**config.mk**
```make
export PLATFORM = sky130hd
export DESIGN_NAME = data_memory_lsu
export DESIGN_NICKNAME = d
export VERILOG_FILES = /design/src/rtl/data_memory_lsu.sv
export SDC_FILE = /design/constraint.sdc
export NUM_CORES = 2
export LEC_CHECK = 0
export CAP_MARGIN = 15
export CORE_MARGIN = 3
export CORE_UTILIZATION = 45
export CTS_BUF_LIST = sky130_fd_sc_hd__clkbuf_8
export DETAILED_ROUTE_END_ITERATION = 10
export HOLD_SLACK_MARGIN = 0.05
export PLACE_DENSITY = 0.59
export RECOVER_POWER = 50
export SYNTH_ARGS = -nofsm -noshare
export SYNTH_HDL_FRONTEND = slang
export SYNTH_SLANG_ARGS = --single-unit
```
**constraint.sdc**
```tcl
create_clock -name clk -period 6.3 [get_ports clk]
set_input_delay 0.945 -clock clk [delete_from_list [all_inputs] [get_ports clk]]
set_output_delay 0.945 -clock clk [all_outputs]
set_load 0.01 [all_outputs]
```
**src/rtl/data_memory_lsu.sv**
```systemverilog
`default_nettype none
// ============================================================================
// Module      : data_memory_lsu
// Description : Data memory with a built-in load/store unit for the RISC-V
//               core. Accepts one request at a time over a valid/ready
//               handshake, optionally idles for WAIT_STATES cycles, then
//               performs the access and returns a one-cycle response pulse.
//               Supports LB/LBU/LH/LHU/LW loads and SB/SH/SW stores with
//               lane-masked writes, sign/zero extension and fault detection
//               (misaligned, illegal funct3, load-only funct3 used as store).
//
// Parameters  : DEPTH_WORDS - number of 32-bit words (power of two, >= 4)
//               WAIT_STATES - extra cycles between accept and access (0..15)
//
// Ports       : clk        in   1   system clock, rising edge
//               rst_n      in   1   asynchronous active-low reset
//               req_valid  in   1   request present
//               req_ready  out  1   block can accept a request
//               req_we     in   1   1 = store, 0 = load
//               req_funct3 in   3   RISC-V funct3 (size and sign)
//               req_addr   in   32  byte address
//               req_wdata  in   32  right-aligned store data
//               rsp_valid  out  1   one-cycle response pulse
//               rsp_rdata  out  32  formatted load data (0 for stores/faults)
//               rsp_err    out  1   access faulted, qualified by rsp_valid
//
// Build macro : DMEM_BOUNDS_CHECK_EN - when defined, any address bit set above
//               the memory's byte range faults. When undefined, upper address
//               bits are ignored and accesses wrap modulo DEPTH_WORDS*4.
//
// Revision    : 1.0 - initial release
// ============================================================================

module data_memory_lsu #(
  parameter int DEPTH_WORDS = 64,
  parameter int WAIT_STATES = 0
) (
  input  logic        clk,
  input  logic        rst_n,
  input  logic        req_valid,
  output logic        req_ready,
  input  logic        req_we,
  input  logic [2:0]  req_funct3,
  input  logic [31:0] req_addr,
  input  logic [31:0] req_wdata,
  output logic        rsp_valid,
  output logic [31:0] rsp_rdata,
  output logic        rsp_err
);

  localparam int AW = $clog2(DEPTH_WORDS);

  // Number of captured address bits: the full address is only needed when the
  // bounds check has to look at the bits above the memory's byte range.
`ifdef DMEM_BOUNDS_CHECK_EN
  localparam int ADDR_KEEP = 32;
`else
  localparam int ADDR_KEEP = AW + 2;
`endif

  localparam logic [3:0] C_WAIT = WAIT_STATES[3:0];

  typedef enum logic [1:0] {
    ST_IDLE   = 2'd0,
    ST_BUSY   = 2'd1,
    ST_ACCESS = 2'd2,
    ST_RESP   = 2'd3
  } state_t;

  // --------------------------------------------------------------------------
  // Registers
  // --------------------------------------------------------------------------
  state_t                 state_q, state_d;
  logic [3:0]             cnt_q, cnt_d;
  logic                   we_q, we_d;
  logic [2:0]             funct3_q, funct3_d;
  logic [ADDR_KEEP-1:0]   addr_q, addr_d;
  logic [31:0]            wdata_q, wdata_d;
  logic [31:0]            rsp_rdata_q, rsp_rdata_d;
  logic                   rsp_err_q, rsp_err_d;

  logic [31:0]            mem [DEPTH_WORDS];

  // --------------------------------------------------------------------------
  // Datapath decode (operates on the captured request)
  // --------------------------------------------------------------------------
  logic [AW-1:0]  word_idx;
  logic [1:0]     lane;
  logic [31:0]    rd_word;
  logic [7:0]     rd_byte;
  logic [15:0]    rd_half;
  logic [31:0]    load_data;
  logic           fault;
  logic           bad_funct3;
  logic           misaligned;
  logic           out_of_range;
  logic [3:0]     byte_en;
  logic [31:0]    wdata_lanes;
  logic           mem_we;

`ifndef DMEM_BOUNDS_CHECK_EN
  // Upper address bits are deliberately ignored (address wrap); fold them
  // into a sink so they are visibly consumed.
  logic unused_addr_hi;
  assign unused_addr_hi = ^req_addr[31:AW+2];
`endif

  assign word_idx = addr_q[AW+1:2];
  assign lane     = addr_q[1:0];
  assign rd_word  = mem[word_idx];

  always_comb begin
    rd_byte = 8'h00;
    case (lane)
      2'd0:    rd_byte = rd_word[7:0];
      2'd1:    rd_byte = rd_word[15:8];
      2'd2:    rd_byte = rd_word[23:16];
      default: rd_byte = rd_word[31:24];
    endcase
  end

  assign rd_half = lane[1] ? rd_word[31:16] : rd_word[15:0];

  always_comb begin
    load_data = 32'h0000_0000;
    case (funct3_q)
      3'b000:  load_data = {{24{rd_byte[7]}}, rd_byte};
      3'b100:  load_data = {24'h00_0000, rd_byte};
      3'b001:  load_data = {{16{rd_half[15]}}, rd_half};
      3'b101:  load_data = {16'h0000, rd_half};
      3'b010:  load_data = rd_word;
      default: load_data = 32'h0000_0000;
    endcase
  end

  // funct3 011/110/111 never name a valid access; 100/101 exist only as loads.
  always_comb begin
    bad_funct3 = 1'b0;
    case (funct3_q)
      3'b011, 3'b110, 3'b111: bad_funct3 = 1'b1;
      3'b100, 3'b101:         bad_funct3 = we_q;
      default:                bad_funct3 = 1'b0;
    endcase
  end

  always_comb begin
    misaligned = 1'b0;
    case (funct3_q[1:0])
      2'b01:   misaligned = lane[0];
      2'b10:   misaligned = (lane != 2'b00);
      default: misaligned = 1'b0;
    endcase
  end

`ifdef DMEM_BOUNDS_CHECK_EN
  assign out_of_range = |addr_q[31:AW+2];
`else
  assign out_of_range = 1'b0;
`endif

  assign fault = bad_funct3 | misaligned | out_of_range;

  // Store data is replicated across lanes so the byte enables alone pick
  // which copy lands in memory.
  always_comb begin
    byte_en     = 4'b0000;
    wdata_lanes = wdata_q;
    case (funct3_q[1:0])
      2'b00: begin
        byte_en     = 4'b0001 << lane;
        wdata_lanes = {4{wdata_q[7:0]}};
      end
      2'b01: begin
        byte_en     = lane[1] ? 4'b1100 : 4'b0011;
        wdata_lanes = {2{wdata_q[15:0]}};
      end
      2'b10: begin
        byte_en     = 4'b1111;
        wdata_lanes = wdata_q;
      end
      default: begin
        byte_en     = 4'b0000;
        wdata_lanes = wdata_q;
      end
    endcase
  end

  // --------------------------------------------------------------------------
  // Control FSM: next state and register updates
  // --------------------------------------------------------------------------
  always_comb begin
    state_d     = state_q;
    cnt_d       = cnt_q;
    we_d        = we_q;
    funct3_d    = funct3_q;
    addr_d      = addr_q;
    wdata_d     = wdata_q;
    rsp_rdata_d = rsp_rdata_q;
    rsp_err_d   = rsp_err_q;
    mem_we      = 1'b0;

    case (state_q)
      ST_IDLE: begin
        if (req_valid) begin
          we_d     = req_we;
          funct3_d = req_funct3;
          addr_d   = req_addr[ADDR_KEEP-1:0];
          wdata_d  = req_wdata;
          if (C_WAIT == 4'd0) begin
            state_d = ST_ACCESS;
          end else begin
            state_d = ST_BUSY;
            cnt_d   = C_WAIT;
          end
        end
      end

      ST_BUSY: begin
        cnt_d = cnt_q - 4'd1;
        if (cnt_q == 4'd1) begin
          state_d = ST_ACCESS;
        end
      end

      ST_ACCESS: begin
        mem_we      = we_q & ~fault;
        rsp_err_d   = fault;
        rsp_rdata_d = (we_q | fault) ? 32'h0000_0000 : load_data;
        state_d     = ST_RESP;
      end

      ST_RESP: begin
        state_d = ST_IDLE;
      end

      default: begin
        state_d = ST_IDLE;
      end
    endcase
  end

  always_ff @(posedge clk or negedge rst_n) begin
    if (!rst_n) begin
      state_q     <= ST_IDLE;
      cnt_q       <= 4'd0;
      we_q        <= 1'b0;
      funct3_q    <= 3'b000;
      addr_q      <= '0;
      wdata_q     <= 32'h0000_0000;
      rsp_rdata_q <= 32'h0000_0000;
      rsp_err_q   <= 1'b0;
    end else begin
      state_q     <= state_d;
      cnt_q       <= cnt_d;
      we_q        <= we_d;
      funct3_q    <= funct3_d;
      addr_q      <= addr_d;
      wdata_q     <= wdata_d;
      rsp_rdata_q <= rsp_rdata_d;
      rsp_err_q   <= rsp_err_d;
    end
  end

  // Memory array is not reset. An asserted reset forces the FSM out of
  // ST_ACCESS immediately, so a dropped request can never write.
  always_ff @(posedge clk) begin
    if (mem_we) begin
      for (int i = 0; i < 4; i++) begin
        if (byte_en[i]) begin
          mem[word_idx][8*i +: 8] <= wdata_lanes[8*i +: 8];
        end
      end
    end
  end

  // --------------------------------------------------------------------------
  // Outputs
  // --------------------------------------------------------------------------
  assign req_ready = (state_q == ST_IDLE);
  assign rsp_valid = (state_q == ST_RESP);
  assign rsp_rdata = rsp_rdata_q;
  assign rsp_err   = rsp_err_q;

endmodule

`default_nettype wire

```
== After elaboration in Yosys (flattened, before gate mapping) ==
Memory sizes are Yosys's and may differ from the RTL's.
Cells that the tools add are included.

* Equal/unequal tests: 17
* Shift-type cells: 1
* Reductions and logical operators: 9
* Add/subtract/negate cells: 1
* Bitwise logic cells: 4
* Multiplexer cells: 25

{| class="wikitable"
|+ Operators with widths
! cell !! count
|-
| one-hot mux 32 bit (5 select lines) || 1
|-
| one-hot mux 32 bit (2 select lines) || 1
|-
| 2-to-1 mux 32 bit || 1
|-
| one-hot mux 8 bit (3 select lines) || 1
|-
| 2-to-1 mux 16 bit || 1
|-
| 2-to-1 mux 1 bit || 13
|-
| == test 3 bit, second input constant || 4
|-
| one-hot mux 4 bit (3 select lines) || 1
|-
| == test 2 bit, second input constant || 4
|-
| one-hot mux 2 bit (4 select lines) || 1
|-
| == test 2 x 1 -> 1 bit, second input constant || 3
|-
| == test 3 x 2 -> 1 bit, second input constant || 2
|-
| logical NOT 2 bit || 3
|-
| == test 4 x 1 -> 1 bit, second input constant || 1
|-
| 2-to-1 mux 2 bit || 2
|-
| 2-to-1 mux 4 bit || 1
|-
| inequality test 2 bit, second input constant || 2
|-
| one-hot mux 1 bit (2 select lines) || 2
|-
| AND reduction 2 bit || 2
|-
| left shift 1 x 2 -> 4 bit, first input constant || 1
|-
| subtractor 4 x 1 -> 4 bit, second input constant || 1
|-
| == test 3 x 1 -> 1 bit, second input constant || 1
|-
| logical NOT 3 bit || 1
|-
| OR reduction 3 bit || 1
|-
| other kinds (5) || 6
|}

* Logic and storage cells: 66
* Output and inout port bits: 35
* Register bits after elaboration: 83
* Input bits: 71
* Memories kept: 1
* Bits in writable memories: 2,048

{| class="wikitable"
|+ Memories
! name !! depth !! width !! read ports !! clocked after Yosys merged registers in !! write ports !! line !! text
|-
| mem || 64 || 32 || 1 || 0 || 1 || 82 || <nowiki>logic [31:0] mem [DEPTH_WORDS];</nowiki>
|}

== Depth between registers and ports, before layout ==
* Depth after elaboration: 9
* Mapped depth: 16
* Gate-level depth less buffers: 10

== Worst setup path before layout ==
OpenSTA, ideal clock, no wires.

* Path kind: register to register
* Start: reg funct3_q[0]
* End: mem mem[10][0], enable pin
* Library setup time: 0.370 ns
* Slack: 3.506 ns
* Required time: 5.930 ns
* Buffers on the path: 2
* Clock period less this slack: 2.794 ns
* Data arrival time: 2.423 ns
* Cell stages (with the launch flop): 11
* Cell sequence: dfrtp_1 > inv_1 > ha_1 > clkbuf_1 > a22o_1 > a211o_1 > nand2b_1 > nor2_1 > o21ai_1 > clkbuf_1 > nor2_1

* Word-level cells in the longest chain between the ends: 9
* Elaborated cells between the ends (all ways): 20
* Those cells by class: eq/ne (7); mux (7); bitwise (3); reduce/logical (3)

{| class="wikitable"
|+ RTL lines
! what !! line !! text
|-
| start: declaration || 76 || <nowiki>logic [2:0] funct3_q, funct3_d;</nowiki>
|-
| start signal: assignment || 256 || <nowiki>funct3_q <= funct3_d;</nowiki>
|-
| == test 3 x 2 -> 1 bit or == test 3 bit (tied branches) || 139 || <nowiki>case (funct3_q)</nowiki>
|-
| OR reduction 3 bit or OR reduction 2 bit (tied branches) || 139 ||
|-
| one-hot mux 1 bit (2 select lines) || 139 ||
|-
| OR 1 bit || 161 || <nowiki>assign fault = bad_funct3 | misaligned | out_of_range;</nowiki>
|-
| inverter 1 bit || 226 || <nowiki>mem_we = we_q & ~fault;</nowiki>
|-
| bitwise AND 1 bit || 226 ||
|-
| 2-to-1 mux 1 bit || 202 || <nowiki>case (state_q)</nowiki>
|-
| 2-to-1 mux 1 bit (*) || 267 || <nowiki>if (mem_we) begin</nowiki>
|-
| 2-to-1 mux 1 bit (not written as such) (*) || 270 || <nowiki>mem[word_idx][8*i +: 8] <= wdata_lanes[8*i +: 8];</nowiki>
|-
| end: declaration || 82 ||
|}

Every way passes the cells marked *; elsewhere a longest branch is shown, timed or not.

== Worst setup path in the final report ==
* Start: reg funct3_q[0]
* End: mem mem[13][18] (data pin)

* Word-level cells in the longest chain between the ends: 2
* Elaborated cells between the ends (all ways): 3
* Those cells by class: eq/ne (1); mux (1); reduce/logical (1)

{| class="wikitable"
|+ RTL lines
! what !! line !! text
|-
| == test 2 x 1 -> 1 bit or logical NOT 2 bit (tied branches) || 168 || <nowiki>case (funct3_q[1:0])</nowiki>
|-
| one-hot mux 32 bit (2 select lines) (*) || 168 ||
|-
| via wdata_lanes[18] || 98 || <nowiki>logic [31:0] wdata_lanes;</nowiki>
|}

Mark *: on every way through the listed nets, which the timed path passes. The rest lies on a longest branch.

==> flow_metrics.py <==
metrics = {
    "run_status": {
        "status": "finished with violations",
        "violations": "capacitance limit, slew limit",
    },
    "place": {
        "dp.cells": 7021,
        "gp_congestion": 0.886,
        "place_ws_ns": 1.70,
        "io_buffers": 81,
        "dpl.hpwl_um": 164000,
    },
    "run": {
        "max_cap_violations": 27,
    },
    "timing": {
        "rsz0062_at_grt": "no",
        "max_slew_margin_pct": -127,
        "finalClockSkew_ns": 0.0604,
        "hold_viol": 0,
        "finalMaxSlewViolations": 1680,
        "setup_ws_ns": 1.02,
        "finalSetupTns_ns": 0,
        "min_period_ns": 5.28,
        "finalSetupViolCount": 0,
        "worst_hold_slack_ns": 0.228,
        "period_share_pct": 83.8,
        "fmax_mhz": 189,
        "max_slew.worst_pin.slew_ns": 3.41,
    },
    "pwr": {
        "peakVddDrop_mv": 0.829,
        "power.leakage_uw": 0.0293,
        "p_per_area_nw_per_um2": 515,
    },
    "grt": {
        "grt_use_total_pct": 28.6,
        "antenna_found_initial": 11,
        "grt_pass1_vias": 46840,
        "grt_start_max_net_pins": 83,
        "overflow": 0,
        "grt_pass1_wl_um": 374000,
    },
    "worst_setup_path": {
        "crit_top_cell": "clkbuf_1",
        "slowest_stage": "clkbuf_1",
        "reg2reg_to": "mem[13][18]",
        "reg2reg_depth": 6,
        "critPathMaxStageDelay_ns": 2.35,
        "critPathRequiredTime_ns": 6.61,
        "path_cells": "inv_1 -> ha_1 -> nor2_1 -> clkbuf_1 -> mux2_2 -> clkbuf_1",
        "ff2ff_setup_slack_ns": 1.02,
        "cp-start-kind": "flip-flop",
        "cp-end-kind": "flip-flop",
        "worstPathArrival_ns": 5.60,
        "crit_type": "flip-flop to flip-flop",
        "rr_startpoint": "funct3_q[0]",
        "worstPathMaxFanout": 64,
    },
    "logic_synthesis": {
        "synthArstFlopShare_pct": 3.89,
        "synth_top_area_share_pct": 74.7,
        "synth_common_cells": "edfxtp_1 (2048), a22oi_1 (398), nor2_1 (316), nand2_1 (194), mux2i_1 (138)",
        "ys_types": 89,
        "syn_inst": 4717,
        "synth_xor_xnor_area_share_pct": 0.0319,
        "synth_top_family_by_area": "compound AO/OA/AOI/OAI gates",
        "synth_top_cell_by_area": "edfxtp_1",
        "yosysMostFrequentCell": "edfxtp_1",
        "yosysWarnings": 0,
        "synth_nets": 4794,
        "avgSynthCellArea_um2": 17.5,
        "ys_ff_latch": 2131,
        "synth_area_um2": 82300,
        "synthTopCellsByArea": "edfxtp_1 (75%), a22oi_1 (3.6%), dfrtp_1 (2.5%)",
        "synth_fa_ha_area_share_pct": 0.0912,
        "synth_compound_area_share_pct": 10.3,
        "ys_seq_area_share_pct": 77.2,
        "synthSimpleGateAreaFrac_pct": 4.40,
        "synth_edf_count": 2048,
        "muxShareOfSynthArea_pct": 5.71,
        "synth_ff_type": "edfxtp_1",
    },
    "cts": {
        "htree_levels": 5,
        "clock_latency_ns": 1.07,
        "clk_path_buf_depth": 4,
        "cts.clk_slew.worst_paths_ns": 0.06,
        "cts_setup_buffers": 0,
        "cts_buffers": 346,
        "cts-root-buf": "clkbuf_8",
        "cts_tree": "done",
        "cts_sinks": 2131,
    },
    "worst_hold_path": {
        "hp-class": "input port to asynchronous set/reset pin",
    },
    "drt": {
        "dr_wl_met2_um": 121000,
        "vias_per_cell": 6.41,
        "drcViolationCount": 0,
        "ant_nets": 0,
        "wl_um": 272000,
        "drt-pass1-iter-count": 6,
        "wirelength_met1_um": 105000,
        "dr_wl_met3_um": 30900,
        "wire_per_inst_um": 35.7,
        "via_count": 48922,
        "top_layer": "met5",
        "drt_iter0_drc": 7093,
    },
    "layout": {
        "nNetsFinal": 5080,
        "nFillCells": 14876,
        "layout.area.seq_um2": 63600,
        "syn_to_final_growth_pct": 12.1,
        "final_cells": 7627,
        "multi_input_area_um2": 17100,
        "drive_above_1_share_pct": 16.4,
    },
    "floorplan": {
        "die_y_um": 434,
        "die_x_um": 434,
        "dieArea_um2": 188000,
        "core_area_um2": 181000,
        "num_rows": 156,
        "initial_core_util_pct": 45.4,
        "ios": 106,
    },
}
[metrics by stage]
| step | utilization (%) | total power [uW] | area (um2) |
|---|---|---|---|
| after floorplan | - | 28200 | 82300 |
| after global placement | 47.6 | 35900 | 86200 |
| after detailed placement | 47.6 | 36100 | 86200 |
| after CTS | 50.9 | 46900 | 92300 |
| after global routing | 50.9 | 48700 | 92300 |
| final | 50.9 | 47600 | 92300 |
[cell usage in the layout (no fill, tap or decap), types with 79 or more instances in the layout]
cell type,count
edfxtp_1,2048
inv_1,136
nor2_1,313
buf_4,138
nand2_1,186
a22oi_1,398
a22o_1,95
a221oi_1,127
dfrtp_1,79
mux2_2,133
mux2i_1,138
a21oi_1,90
clkbuf_8,359
[per-layer routing]
layer,GRT usage [%],vias up
met3,8.66,610
met4,14.5,6
met5,0,-
li1,-,19952
met2,42.0,2986
met1,38.7,25368
[registers in the layout, summed over array words and instances, names as in the netlist]
| register | flops |
|---|---|
| addr_q | 8 |
| cnt_q | 4 |
| funct3_q | 3 |
| mem | 2048 |
| rsp_err | 1 |
| rsp_rdata | 32 |
| state_q | 2 |
| wdata_q | 32 |
| we_q | 1 |
[where the power goes]
group | switching (uW) | total [uW] | internal, uW
Sequential | 466 | 20100 | 19700
Combinational | 12400 | 16500 | 4100
Clock | 5380 | 10900 | 5570
[worst max-delay path: cells and delay by family (launching register included)]
| family | cells | cell delay (ns) |
|---|---|---|
| buffers and inverters | 3 | 3.12 |
| adders and majority gates | 1 | 0.49 |
| DFF | 1 | 0.38 |
| muxes | 1 | 0.31 |
| and+or+nand+nor | 1 | 0.19 |
[cells by family (layout without fill, tap and decap cells)]
group	after synthesis	after routing
buffers and inverters	352	884
flip-flops	2131	2131
other	0	8
XOR/XNOR	3	3
AND/OR/NAND/NOR	755	755
AO/OA/AOI/OAI	1115	1115
multiplexers	355	355
adder cells (fa/ha/maj)	6	6
[cell type report]
| cell class | instances | share of cell area (%) |
|---|---|---|
| Antenna cell | 8 | 0.0217 |
| Sequential cell | 2131 | 68.9 |
| Timing Repair Buffer | 275 | 2.63 |
| Multi-Input combinational cell | 2234 | 18.6 |
| Clock buffer | 359 | 5.35 |
| Tap cell | 2370 | 3.21 |
| Clock inverter | 235 | 1.24 |
| Inverter | 15 | 0.0651 |
[repair_timing]
action | CTS | global route
endpoints found under the hold margin | 1 | 0
resized for setup | 0 | 0
hold buffers | 1 | 0
[worst max path at each step]
| stage | start | end | slack, ns | cells past startpoint |
|---|---|---|---|---|
| 6_report | funct3_q[0] | mem[13][18] | 1.02 | 6 |
| 5_1_grt | funct3_q[0] | mem[10][20] | 0.79 | 6 |
| 4_1_cts | funct3_q[0] | mem[24][29] | 1.72 | 11 |
| 3_5_place_dp | funct3_q[0] | mem[24][26] | 1.70 | 11 |
| 3_3_place_gp | funct3_q[0] | mem[58][25] | 1.80 | 11 |
| 2_1_floorplan | funct3_q[0] | mem[10][0] | 3.51 | 10 |
Power figures use the tool's default switching activity.
